<file path="src/rtl/image_bcast_pkg.sv">
// ============================================================================
// Module      : image_bcast_pkg
// Description : Shared constants for the image broadcast block. Holds the
//               cfg-bus register map entries of the image datapath
//               (CFG_IMG_WR / CFG_IMG_RD / CFG_IMG_BC) and the bit positions
//               decoded from a CFG_IMG_BC write.
// Revision    : 1.0 - initial release
// ============================================================================
`default_nettype none

package image_bcast_pkg;

    // cfg-bus register map of the image datapath
    localparam int CFG_IMG_WR = 1;
    localparam int CFG_IMG_RD = 2;
    localparam int CFG_IMG_BC = 3;

    // Returns the index of the stats-clear bit (MSB of the cfg word)
    function automatic int stat_clr_bit(input int dwidth);
        return dwidth - 1;
    endfunction

endpackage

`default_nettype wire

</file>
<file path="src/rtl/image_bcast.sv">
// ============================================================================
// Module      : image_bcast
// Description : Broadcasts every upstream image beat to LANE_NB kernel lanes.
//               A single hold register keeps the beat while each enabled lane
//               takes it on its own cycle; upstream advances once every
//               enabled lane has taken it. The lane-enable mask is written
//               over the cfg bus and only takes effect between packets.
// Ports       : clk, rst                 - clock, synchronous active-high reset
//               cfg_data/addr/valid      - cfg write port (CFG_IMG_BC)
//               image_bus/last/val/rdy   - upstream beat stream
//               lane_bus/last            - beat shared by all lanes
//               lane_val/rdy             - per-lane handshake
//               stat_beats/stat_pkts     - retired beat/packet counters
// Options     : IMG_BCAST_STATS_EN - enables the stat counters; otherwise
//               the stat ports are tied to zero.
// Revision    : 1.0 - initial release
// ============================================================================
`default_nettype none

module image_bcast
    import image_bcast_pkg::*;
#(
    parameter int CFG_DWIDTH = 32,
    parameter int CFG_AWIDTH = 5,
    parameter int GROUP_NB   = 4,
    parameter int IMG_WIDTH  = 16,
    parameter int LANE_NB    = 4
) (
    input  logic                          clk,
    input  logic                          rst,
    input  logic [CFG_DWIDTH-1:0]         cfg_data,
    input  logic [CFG_AWIDTH-1:0]         cfg_addr,
    input  logic                          cfg_valid,
    input  logic [GROUP_NB*IMG_WIDTH-1:0] image_bus,
    input  logic                          image_last,
    input  logic                          image_val,
    output logic                          image_rdy,
    output logic [GROUP_NB*IMG_WIDTH-1:0] lane_bus,
    output logic                          lane_last,
    output logic [LANE_NB-1:0]            lane_val,
    input  logic [LANE_NB-1:0]            lane_rdy,
    output logic [31:0]                   stat_beats,
    output logic [31:0]                   stat_pkts
);

    localparam int c_BUS_W = GROUP_NB * IMG_WIDTH;

    logic [c_BUS_W-1:0] r_buf_bus;
    logic               r_buf_last;
    logic               r_buf_val;
    logic [LANE_NB-1:0] r_done;
    logic               r_in_pkt;
    logic [LANE_NB-1:0] r_mask;
    logic [LANE_NB-1:0] r_mask_pend;
    logic               r_mask_set;

    logic [LANE_NB-1:0] w_lane_val;
    logic [LANE_NB-1:0] w_take;
    logic               w_complete;
    logic               w_load;
    logic               w_cfg_wr;
    logic               w_apply;
    logic               w_unused_cfg;

    // A beat is complete when every lane is either disabled, already done,
    // or taking it right now. With an all-zero mask this is true on the
    // first buffered cycle, so the stream drains without raising lane_val.
    always_comb begin
        w_lane_val = {LANE_NB{r_buf_val}} & r_mask & ~r_done;
        w_take     = w_lane_val & lane_rdy;
        w_complete = r_buf_val & (&(~r_mask | r_done | w_take));
    end

    // Combinational through lane_rdy so a completing beat is replaced on
    // the same edge (no bubble at full throughput).
    assign image_rdy = ~rst & (~r_buf_val | w_complete);
    assign w_load    = image_val & image_rdy;
    assign w_cfg_wr  = cfg_valid & (cfg_addr == CFG_AWIDTH'(CFG_IMG_BC));

    // The pending mask may only land on a packet boundary: either nothing is
    // buffered and no packet is open, or the last beat retires this cycle.
    assign w_apply = r_mask_set & ((~r_buf_val & ~r_in_pkt) | (w_complete & r_buf_last));

    assign lane_val  = w_lane_val;
    assign lane_bus  = r_buf_bus;
    assign lane_last = r_buf_last;

    // Only the low mask bits (and the clear bit, when stats exist) are
    // decoded; fold the whole word so the remaining bits are accounted for.
    assign w_unused_cfg = &{1'b0, cfg_data};

    always_ff @(posedge clk) begin
        if (rst) begin
            r_buf_val   <= 1'b0;
            r_done      <= '0;
            r_in_pkt    <= 1'b0;
            r_mask      <= '1;
            r_mask_pend <= '1;
            r_mask_set  <= 1'b0;
        end else begin
            if (w_load) begin
                r_buf_val <= 1'b1;
            end else if (w_complete) begin
                r_buf_val <= 1'b0;
            end

            r_done <= w_complete ? '0 : (r_done | w_take);

            if (w_complete) begin
                r_in_pkt <= ~r_buf_last;
            end

            if (w_apply) begin
                r_mask <= r_mask_pend;
            end

            // A write on the apply cycle wins: the new value stays pending.
            if (w_cfg_wr) begin
                r_mask_pend <= cfg_data[LANE_NB-1:0];
                r_mask_set  <= 1'b1;
            end else if (w_apply) begin
                r_mask_set  <= 1'b0;
            end
        end
    end

    // Payload needs no reset: it is only observed while r_buf_val is set.
    always_ff @(posedge clk) begin
        if (w_load) begin
            r_buf_bus  <= image_bus;
            r_buf_last <= image_last;
        end
    end

`ifdef IMG_BCAST_STATS_EN
    logic [31:0] r_stat_beats;
    logic [31:0] r_stat_pkts;
    logic        w_stat_clr;

    assign w_stat_clr = w_cfg_wr & cfg_data[stat_clr_bit(CFG_DWIDTH)];

    // A clear has priority; a beat retiring on the clear cycle is not counted.
    always_ff @(posedge clk) begin
        if (rst || w_stat_clr) begin
            r_stat_beats <= '0;
            r_stat_pkts  <= '0;
        end else if (w_complete) begin
            r_stat_beats <= r_stat_beats + 32'd1;
            if (r_buf_last) begin
                r_stat_pkts <= r_stat_pkts + 32'd1;
            end
        end
    end

    assign stat_beats = r_stat_beats;
    assign stat_pkts  = r_stat_pkts;
`else
    assign stat_beats = '0;
    assign stat_pkts  = '0;
`endif

endmodule

`default_nettype wire

</file>
<file path="config.mk">
export PLATFORM = sky130hd
export DESIGN_NAME = image_bcast
export DESIGN_NICKNAME = d
export VERILOG_FILES = /design/src/rtl/image_bcast_pkg.sv /design/src/rtl/image_bcast.sv
export SDC_FILE = /design/constraint.sdc
export NUM_CORES = 1
export LEC_CHECK = 0
export ABC_AREA = 1
export BUFFER_PORTS_ARGS = -buffer_cell sky130_fd_sc_hd__buf_2
export CAP_MARGIN = 20
export CORE_AREA = 2 2 94 96
export DETAILED_ROUTE_END_ITERATION = 7
export DIE_AREA = 0 0 96 98
export PLACE_DENSITY = 0.83
export RECOVER_POWER = 100
export SLEW_MARGIN = 20
export SYNTH_ARGS = -nofsm -noshare
export SYNTH_HDL_FRONTEND = slang
export SYNTH_SLANG_ARGS = --single-unit
</file>
<file path="constraint.sdc">
create_clock -name clk -period 13.4 [get_ports clk]
set_input_delay 2.68 -clock clk [delete_from_list [all_inputs] [get_ports clk]]
set_output_delay 2.68 -clock clk [all_outputs]
set_load 0.005 [all_outputs]
</file>
# Yosys cells after proc, flatten, opt, wreduce, memory -nomap -nowiden
# Cells that the tools add are included.
# W data, S select, Z words.
# op_classes
eq_ne,1
muxes,4
n_bitwise,21
reduce_logical,4
# ops
op,n
$and A4 B4 Y4,3
$or A4 B4 Y4,3
$not A4 Y4,2
$and A1 B1 Y1,7
$eq A5 B2 Y1 const B,1
$mux W1,4
$not A1 Y1,4
$reduce_and A4 Y1,1
$reduce_bool A2 Y1,2
$or A1 B1 Y1,2
$reduce_or A2 Y1,1
# word_totals
ff_bits,80
in_bits,110
out_inout_bits,134

# Logic depth before layout (Yosys ltp)
# depth
word_depth,11
mapped_depth,10
depth_no_buf,10

# Worst setup path after synthesis
# Ideal clock, no wire load.
# synth_path
path_kind,in2reg
startpoint,in lane_rdy[3]
endpoint,reg r_buf_bus[0] (netlist: lane_bus[0]) (enable)
arrival_time_ps,7852
required_time_ps,12817
path_slack_ps,4966
cell_stages,6
path_buffers,0
cell_sequence,inv_1 > o21ai_1 > nand2_1 > nor2_4 > nor2_1 > nor3b_1
# synth_between
elab_chain_len,7
# synth_rtl
item,line_no,source
start: declaration,image_bcast.sv:41,"input logic [LANE_NB-1:0] lane_rdy,"
$and A4 B4 Y4,image_bcast.sv:70,w_take = w_lane_val & lane_rdy;
$or A4 B4 Y4,image_bcast.sv:71,w_complete = r_buf_val & (&(~r_mask | r_done | w_take));
$reduce_and A4 Y1,image_bcast.sv:71,
$and A1 B1 Y1,image_bcast.sv:71,
$or A1 B1 Y1,image_bcast.sv:76,assign image_rdy = ~rst & (~r_buf_val | w_complete);
$and A1 B1 Y1,image_bcast.sv:76,
$and A1 B1 Y1,image_bcast.sv:77,assign w_load = image_val & image_rdy;
via w_load,image_bcast.sv:60,logic w_load;
end signal: assignment,image_bcast.sv:130,r_buf_bus <= image_bus;
end: declaration,image_bcast.sv:48,logic [c_BUS_W-1:0] r_buf_bus;
# The timed path passes the listed nets, and every way through them passes these cells.
# A chain may end at the register's enable or synchronous reset.

# Worst setup path after layout
# layout_path
startpoint,in lane_rdy[0]
endpoint,out image_rdy
# layout_between
elab_chain_len,6
# layout_rtl
item,line_no,source
$and A4 B4 Y4,image_bcast.sv:70,
$or A4 B4 Y4,image_bcast.sv:71,
$reduce_and A4 Y1,image_bcast.sv:71,
$and A1 B1 Y1,image_bcast.sv:71,
$or A1 B1 Y1,image_bcast.sv:76,
$and A1 B1 Y1,image_bcast.sv:76,
end: declaration,image_bcast.sv:37,"output logic image_rdy,"
# Every way passes these cells.

==> flow_summary.toml <==
[run_status]
status = "finished with violations"
failed_checks = "capacitance limit, slew limit"

[routing]
viasPerCell = 4.06
remaining_drc_errors = 0
dr.pass1.iters = 4
totalWireLength_um = 6320
drt-wirelength-per-cell_um = 12.7
detailedRoute.firstIterationViolations = 51
ant_nets = 0
via_count = 2020

[timing]
setup_viol_count_final = 0
fmax_ghz = 0.159
pin_slew_with_the_least_headroom_to_its_limit_ps = 2320
final_hold_viol_count = 0
rsz_0062_raised_after_global_routing = "no"
timing.final.max_slew_violations = 45
fin_hold_ws_ps = 463
timing.final.crit_period_ps = 6290
final.period_utilization_pct = 47.0
slew_headroom_pct = -54.7
setup_tns_final_ps = 0
timing.clock.skew_ps = 16.7

[clock_tree]
path_clk_slew_ps = 70
post_cts_resized = 0
cts_tree = "done"
cts_buffers = 9
cts.root.buffer_cell = "clkbuf_8"
cts.sink_count = 80
cts.hold.buffers_added = 0
clock_tree.buffer_depth = 2
cts_setup_buffers = 0
clkLatencyLatePin_ps = 350
htree_levels = 3

[critical_path]
worst-setup-path-type = "input pin to output port"
crit_required_ps = 10720
cp_slowest_stage_delay_ps = 230
depth_of_the_worst_register_to_register_path = 7
cpMostUsedCell = "nor2_1"
worstPathMaxFanout = 4
critical_path_arrival_ps = 3610
worstPathBufferInverterCount = 3
critical_path.slowest_cell = "nor2_1"
critical_path.endpoint_type = "output port"
critical_path.cell_chain = "clkbuf_1 > inv_1 > o21ai_0 > nand2_1 > nor2_1 > nor2_1 > nor2_1 > clkbuf_1"
setup.worst_path.start_class = "input pin"
crit_family = "simple AND/OR/NAND/NOR gates"
worst-path-stages = 8

[synth]
synth.area.top_cells = "edfxtp_1 (63%), buf_4 (16%), dfxtp_1 (9.7%)"
synth_largest_area_cell = "edfxtp_1"
avgSynthCellArea_sq_um = 13.9
synthDistinctLibCells = 20
yosys_register_bits = 80
synth_commonest_cells = "edfxtp_1 (65), buf_4 (64), nand2_1 (18)"
synth_async_sr_flop_share_pct = 0
synth_warnings = 0
synthesis.area_sq_um = 3090
netlist.area_leader.share_pct = 63.2
postSynth.topFlopCell = "edfxtp_1"
synth_seq_area_share_pct = 72.9
synth-edff-count = 65
synth.most_common_cell = "edfxtp_1"
synthCells = 222

[die]
start_util_pct = 36.5
floorplan_core_area_sq_um = 8470
dieArea_sq_um = 9410
floorplan_die_width_um = 96
die_h_um = 98
num_rows = 34
number_of_i_o_pins = 244

[grt]
first_global_vias = 1810
gr-total-overflow = 0
grt_first_pass_wirelength_um = 8740
grt_antenna_before_repair = 0
grt_start_max_net_pins = 45
track_usage_pct = 12.7

[place]
gp_congestion = 0.680
hpwl_um = 5020
placement.io_buffers = 151

[hold_path]
holdCritPathClass = "register to register"
worst_hold_path_stage_count = 2

[pwr]
design_power_total_mw = 0.518
ir_drop_mv = 0.0469
static-leakage-power_nw = 1.70
power-per-cell-area_nw_per_um2 = 133

[final_layout]
fin_nets = 495
flow.area_growth_from_synthesis_pct = 26.2
n_antenna_cell = 0
final_layout_size_suffix_gt1_share_pct = 30.0

[job]
max_cap_violations = 1
-- cell type report --
class / instances / area, sq um
repair buffers: 153 / 698
flip-flops and latches: 80 / 2250
inverters: 11 / 41.3
multi-input cells: 130 / 539
fillers: 812 / 4570
well taps: 108 / 135
clock buffers: 9 / 124
clock inverters: 7 / 108
-- layer usage --
metal | global-route usage, % | part of all wire (%)
met4 | 3.96 | 1.1
met2 | 22.3 | 51
met1 | 13.1 | 35
met5 | 0 | 0
met3 | 6.02 | 13
-- metrics by stage --
step / area [sq um] / instances / utilization [%] / setup WS (ps)
after floorplan: 3330 / 285 / - / 4970
final: 3900 / 498 / 46.0 / 7110
after detailed placement: 3760 / 482 / 44.4 / 7230
after global routing: 3900 / 498 / 46.0 / 6850
after CTS: 3990 / 498 / 47.1 / 7230
after global placement: 3760 / 482 / 44.4 / 7210
-- flip-flops by register name, indices dropped and copies added (netlist names) --
name / count
lane_bus: 64
lane_last: 1
r_buf_val: 1
r_done: 4
r_in_pkt: 1
r_mask: 4
r_mask_pend: 4
r_mask_set: 1
-- where the power goes --
part,switching [mW],internal (mW)
Sequential,0.00294,0.279
Combinational,0.0203,0.0144
Clock,0.0923,0.109
Total,0.116,0.402
-- placed cells by master (no fill, tap or decap), types with 2 or more instances in the layout --
cell,count
a21oi_1,6
buf_1,4
buf_2,99
bufinv_16,2
clkbuf_1,50
clkbuf_8,9
conb_1,64
dfxtp_1,15
edfxtp_1,65
inv_1,10
inv_6,2
inv_8,2
nand2_1,20
nand3_1,13
nor2_1,14
nor3_1,4
o21ai_1,3
-- worst paths after layout --
kind	from	slack, ps	end
max	lane_rdy[0]	7110	image_rdy
max reg2reg	r_buf_val	9830	lane_bus[12]
min	r_mask_pend[3]	460	r_mask_pend[3]
min reg2reg	r_mask_pend[3]	460	r_mask_pend[3]
-- logic make-up after synthesis --
family	after synthesis	share of synthesized area, %
compound gates	10	1.62
buf+inv	75	16.9
flops	80	72.9
other cells	1	0.121
simple gates	56	8.47
-- worst min-delay path: cells and delay by family, from the launching register on --
family,cells,cell delay [ps]
flip-flops,1,330
AND/OR/NAND/NOR,2,110
(Power assumes the default switching activity.)
